<file path="src/rtl/dac_play_sequencer.sv">
// Waveform playback controller: reads a stored pass from block RAM through a prefetch FIFO
// and streams it to the DAC transfer stage, emitting all-zero silence whenever not playing.
module dac_play_sequencer #(
  parameter int DWIDTH     = 128,
  parameter int AWIDTH     = 12,
  parameter int RD_LATENCY = 2,
  parameter int FIFO_DEPTH = 8
) (
  input  logic              aclk,
  input  logic              areset,
  input  logic              cfg_start,
  input  logic              cfg_stop,
  input  logic [AWIDTH-1:0] cfg_last_addr,
  input  logic [15:0]       cfg_loops,
  output logic              bram_en,
  output logic [AWIDTH-1:0] bram_addr,
  input  logic [DWIDTH-1:0] bram_rdata,
  output logic [DWIDTH-1:0] m_axis_tdata,
  output logic              m_axis_tvalid,
  output logic              m_axis_tlast,
  input  logic              m_axis_tready,
  output logic              busy,
  output logic              done,
  output logic              underrun
);

  localparam int PW = $clog2(FIFO_DEPTH);
  localparam int CW = PW + 1;

  typedef enum logic [1:0] {IDLE, PLAY, DRAIN} state_t;

  state_t state, state_next;

  logic [AWIDTH-1:0]     last_addr_q;
  logic [15:0]           loops_q;
  logic [AWIDTH-1:0]     rd_addr;
  logic [15:0]           pass_cnt;
  logic [RD_LATENCY-1:0] v_pipe;
  logic [RD_LATENCY-1:0] t_pipe;
  logic [CW-1:0]         outstanding;
  logic [CW-1:0]         out_left;

  logic [DWIDTH-1:0]     fifo_data [FIFO_DEPTH];
  logic [FIFO_DEPTH-1:0] fifo_last;
  logic [PW-1:0]         wr_ptr;
  logic [PW-1:0]         rd_ptr;
  logic [CW-1:0]         count;

  logic aborted;
  logic first_seen;
  logic tvalid_q;
  logic done_q;
  logic underrun_q;

  logic start_ok;
  logic abort;
  logic issue;
  logic wrap;
  logic final_issue;
  logic retire;
  logic push;
  logic pop;
  logic has_word;
  logic fifo_empty_next;

  // Issue is throttled so that every read in flight is guaranteed a FIFO slot on arrival.
  always_comb begin
    start_ok        = (state == IDLE) && cfg_start && !cfg_stop;
    abort           = (state != IDLE) && cfg_stop;
    issue           = (state == PLAY) && !cfg_stop &&
                      ((outstanding + count) < CW'(FIFO_DEPTH));
    wrap            = (rd_addr == last_addr_q);
    final_issue     = issue && (loops_q != 16'd0) && wrap && (pass_cnt == loops_q);
    retire          = v_pipe[RD_LATENCY-1];
    push            = retire && !aborted && !abort;
    has_word        = (count != '0) && (state != IDLE);
    pop             = tvalid_q && m_axis_tready && has_word && !abort;
    out_left        = outstanding - CW'(retire);
    fifo_empty_next = (count == '0) || ((count == CW'(1)) && pop);
  end

  always_comb begin
    state_next = state;
    case (state)
      IDLE: begin
        if (start_ok) state_next = PLAY;
      end
      PLAY: begin
        if (abort)            state_next = (out_left == '0) ? IDLE : DRAIN;
        else if (final_issue) state_next = DRAIN;
      end
      DRAIN: begin
        if (abort || aborted) begin
          if (out_left == '0) state_next = IDLE;
        end else if ((outstanding == '0) && fifo_empty_next) begin
          state_next = IDLE;
        end
      end
      default: state_next = IDLE;
    endcase
  end

  always_comb begin
    bram_en       = issue;
    bram_addr     = rd_addr;
    m_axis_tdata  = has_word ? fifo_data[rd_ptr] : '0;
    m_axis_tlast  = has_word ? fifo_last[rd_ptr] : 1'b0;
    m_axis_tvalid = tvalid_q;
    busy          = (state != IDLE);
    done          = done_q;
    underrun      = underrun_q;
  end

  always_ff @(posedge aclk or posedge areset) begin
    if (areset) begin
      state       <= IDLE;
      last_addr_q <= '0;
      loops_q     <= '0;
      rd_addr     <= '0;
      pass_cnt    <= '0;
      aborted     <= 1'b0;
      first_seen  <= 1'b0;
      tvalid_q    <= 1'b0;
      done_q      <= 1'b0;
      underrun_q  <= 1'b0;
    end else begin
      state    <= state_next;
      tvalid_q <= 1'b1;
      done_q   <= (state != IDLE) && (state_next == IDLE);
      if (start_ok) begin
        last_addr_q <= cfg_last_addr;
        loops_q     <= cfg_loops;
        rd_addr     <= '0;
        pass_cnt    <= 16'd1;
        aborted     <= 1'b0;
        first_seen  <= 1'b0;
        underrun_q  <= 1'b0;
      end
      if (issue) begin
        rd_addr <= wrap ? '0 : rd_addr + AWIDTH'(1);
        if (wrap) pass_cnt <= pass_cnt + 16'd1;
      end
      if (abort) aborted <= 1'b1;
      if (push) first_seen <= 1'b1;
      if ((state == PLAY) && first_seen && (count == '0)) underrun_q <= 1'b1;
    end
  end

  // Valid/tlast tags travel alongside the RAM read so data can be matched on arrival.
  always_ff @(posedge aclk or posedge areset) begin
    if (areset) begin
      v_pipe      <= '0;
      t_pipe      <= '0;
      outstanding <= '0;
    end else begin
      for (int i = RD_LATENCY - 1; i > 0; i--) begin
        v_pipe[i] <= v_pipe[i-1];
        t_pipe[i] <= t_pipe[i-1];
      end
      v_pipe[0]   <= issue;
      t_pipe[0]   <= issue && wrap;
      outstanding <= outstanding + CW'(issue) - CW'(retire);
    end
  end

  always_ff @(posedge aclk or posedge areset) begin
    if (areset) begin
      wr_ptr <= '0;
      rd_ptr <= '0;
      count  <= '0;
    end else if (abort) begin
      wr_ptr <= '0;
      rd_ptr <= '0;
      count  <= '0;
    end else begin
      if (push) wr_ptr <= wr_ptr + PW'(1);
      if (pop)  rd_ptr <= rd_ptr + PW'(1);
      count <= count + CW'(push) - CW'(pop);
    end
  end

  always_ff @(posedge aclk) begin
    if (push) begin
      fifo_data[wr_ptr] <= bram_rdata;
      fifo_last[wr_ptr] <= t_pipe[RD_LATENCY-1];
    end
  end

endmodule

</file>
<file path="config.mk">
export PLATFORM = sky130hd
export DESIGN_NAME = dac_play_sequencer
export DESIGN_NICKNAME = d
export VERILOG_FILES = /design/src/rtl/dac_play_sequencer.sv
export SDC_FILE = /design/constraint.sdc
export NUM_CORES = 1
export LEC_CHECK = 0
export ABC_CLOCK_PERIOD_IN_PS = 10000
export CAP_MARGIN = 20
export CORE_AREA = 2 2 355 357
export CTS_BUF_LIST = sky130_fd_sc_hd__clkbuf_4 sky130_fd_sc_hd__clkbuf_8
export DETAILED_ROUTE_END_ITERATION = 7
export DIE_AREA = 0 0 357 359
export HOLD_SLACK_MARGIN = 0.12
export PLACE_DENSITY = 0.61
export SYNTH_ARGS = -nofsm -noshare
export SYNTH_HDL_FRONTEND = slang
export SYNTH_SLANG_ARGS = --single-unit
</file>
<file path="constraint.sdc">
create_clock -name aclk -period 10 [get_ports aclk]
set_input_delay 1.5 -clock aclk [delete_from_list [all_inputs] [get_ports aclk]]
set_output_delay 1.5 -clock aclk [all_outputs]
set_load 0.005 [all_outputs]
</file>
==> flow_metrics.tcl <==
set metrics [dict create \
    place_ws_ns 4.54 \
    period_minus_slack_ns 5.93 \
    die_w_um 357 \
    drc 0 \
    period_share_pct 59.3 \
    cp-endpoint "m_axis_tdata[57]" \
    seq_area_frac_synth_pct 76.3 \
    setup_viol 0 \
    rows 130 \
    crit_buf_inv 4 \
    fill_cells 11000 \
    max_stage_delay_ns 0.78 \
    r2r_setup_slack_ns 5.93 \
    slowest_stage "buf_4" \
    first_global_vias 23200 \
    die_h_um 359 \
    hpwl_mm 53.1 \
    async_flop_share_pct 7.28 \
    die_area_um2 128000 \
    ys.flop_type "edfxtp_1" \
    slew_headroom_pct 23.9 \
    reg2reg_to "fifo_data[7][39]" \
    crit_top_cell "buf_4" \
    crit_path_end_kind "output port" \
    rsz0062_at_grt "false" \
    clock_path_buffers 3 \
    cp.arrival_ns 4.43 \
    path_cells "buf_4 -> buf_4 -> buf_16 -> mux4_2 -> mux2i_1 -> nor2_1 -> clkdlybuf4s50_1" \
    antenna_found_initial 21 \
    yosys_warnings 0 \
    grt_max_degree 165 \
    via_per_inst 4.94 \
    fin_skew_ns 0.0635 \
    rr_worst_depth 7 \
    clock-sinks 1113 \
    worstPathRequired_ns 8.50 \
    core_um2 125000 \
    clk-insertion-delay-late_ns 0.93 \
    leakagePower_nw 16.5 \
    cts_tree "yes" \
    cts_resized 0 \
    cts_buffers 183 \
    powerDensity_nw_per_um2 228 \
    grt_pass1_wl_mm 146 \
    nets 2705 \
    grt_use_met1_pct 19.0 \
    clkSlewWorstSetupHoldPaths_ns 0.06 \
    syn_area_per_cell_um2 20.6 \
    dr.pass1.iters 5 \
    wl_per_cell_um 22.7 \
    crit_start "rd_ptr[0]" \
    wl_mm 98.2 \
    vias 21400 \
    drv_slew 0 \
    netlist_area_um2 43200 \
    crit-reg2reg-launch "state[1]" \
    postCtsSetupBuffers 0 \
    gp_congestion 0.788 \
    final_antenna_net_count 0 \
    start_util_pct 34.7 \
    globalRouteMet2Util_pct 25.5 \
    track_usage_pct 15.4 \
    worst_slack_ns 4.07 \
    hold_viol 0 \
    synth_cell_types 49 \
    crit_cells 7 \
    cp_max_fo 43 \
    status "finished, final reports clean" \
    synth-seq-cells 1113 \
    worstSetupPathType "reg -> out" \
    path_delay_family "buffers and inverters" \
    tightest_slew_ns 1.14 \
    worstSetupStartpointType "register" \
    fin_tns_setup_ns 0 \
    area_growth_pct 20.8 \
    worstHoldPathType "reg -> reg" \
    ir_drop_uv 137 \
    postCtsHoldBufs 0 \
    synth_edf_count 1032 \
    htree_num_levels 4 \
    root_buffer "clkbuf_8" \
    ios 307 \
    max_freq_mhz 169 \
    netlist_instances 2096 \
    overflow 0 \
    grt-busiest-layer "met2" \
    drt_iter0_markers 1328 \
    layout-drive-gt1-share_pct 22.5 \
    synth_fp_nets 2278 \
    cap_viol_max_count 0 \
    grtUsageMet3_pct 4.87 \
    port_buffers 306 \
]
[metal layers]
layer | vias to the layer above | routed length [µm]
met5 | - | 183
met4 | 28 | 2450
met3 | 208 | 6430
met2 | 549 | 48600
met1 | 11300 | 40500
li1 | 9360 | -
[state kept, by name, indices dropped and copies added, names as in the netlist, 3 cells and up]
name and count:
bram_addr 12, count 4, fifo_data 1024, fifo_last 8, last_addr_q 12, loops_q 16
outstanding 4, pass_cnt 16, rd_ptr 3, wr_ptr 3
[synth_stat cells, drive strengths merged (2+ instances only)]
library cell	count	area (µm²)
edfxtp	1032	31000
mux4	258	5810
nor2	158	593
mux2i	140	1400
nand2	115	439
dfrtp	81	2030
buf	51	231
clkbuf	50	189
xnor2	29	254
ha	19	238
inv	19	71.3
o21ai	17	85.1
nand3	16	80.1
xor2	15	131
nand4	12	75.1
nor4	9	56.3
a21o	8	60.1
and3	8	50.1
nor3	8	56.3
nand2b	7	46.3
nor2b	7	43.8
a21oi	6	33.8
nor3b	6	45.0
o31ai	6	45.0
and4	2	17.5
fa	2	40.0
[where the power goes]
part           switching (mW)  internal, mW  leakage (nW)  total [mW]
Combinational            1.19          1.32          4.14        2.51
Sequential              0.131          5.23          10.3        5.36
Clock                    1.84          2.19          1.97        4.03
Total                    3.17          8.74          16.5        11.9
[kinds of logic (layout without fill, tap and decap cells)]
family | Yosys count | after routing | share of synthesized area [%]
adder cells (fa/ha/maj) | 21 | 21 | 0.642
multiplexers | 399 | 399 | 16.7
flip-flops | 1113 | 1113 | 76.3
other | 1 | 5 | 0.00867
AND/OR/NAND/NOR | 355 | 355 | 3.63
buffers and inverters | 120 | 698 | 1.14
XOR/XNOR | 44 | 44 | 0.891
AO/OA/AOI/OAI | 43 | 43 | 0.639
[cell type report]
type	count	area, µm²	area share [%]
clock inverter	100	827	1.58
multi-input combinational	863	9820	18.8
inverter	19	71.3	0.137
tap	1650	2060	3.95
sequential	1113	33000	63.2
antenna	4	10.0	0.0192
timing repair buffer	343	3460	6.63
clock buffer	236	2940	5.62
[per-stage QoR]
stage               instances  total power [mW]  instance area, µm²  hold slack, ns  util, %
floorplan                2096              6.97               43300           0.331        -
global placement         3985              7.97               48400           0.339     38.8
detailed placement       3986              8.01               48400           0.336     38.8
CTS                      4322              12.1               52200           0.359     41.9
global route             4327              12.5               52200           0.365     41.9
finish                   4328              11.9               52200           0.360     41.9
[how the worst min path moves through the flow]
| stage | startpoint | endpoint | slack, ns | cells after the start |
|---|---|---|---|---|
| 2_1_floorplan | t_pipe[0] | t_pipe[1] | 0.33 | 0 |
| 3_3_place_gp | v_pipe[0] | v_pipe[1] | 0.34 | 0 |
| 3_5_place_dp | v_pipe[0] | v_pipe[1] | 0.34 | 0 |
| 4_1_cts | v_pipe[0] | v_pipe[1] | 0.36 | 0 |
| 5_1_grt | v_pipe[0] | v_pipe[1] | 0.36 | 0 |
| 6_report | v_pipe[0] | v_pipe[1] | 0.36 | 0 |
[cell usage in the layout (no fill, tap or decap), types with 12 or more instances in the layout]
cell type / instances
buf_4: 29
clkbuf_4: 50
clkbuf_8: 186
clkdlybuf4s50_1: 306
clkinv_1: 51
clkinv_2: 22
dfrtp_1: 78
edfxtp_1: 1032
ha_1: 19
inv_1: 18
mux2i_1: 140
mux4_2: 258
nand2_1: 114
nand3_1: 16
nand4_1: 12
nor2_1: 152
o21ai_0: 16
xnor2_1: 29
xor2_1: 15
Note: power is estimated with default switching activity, not from simulation.
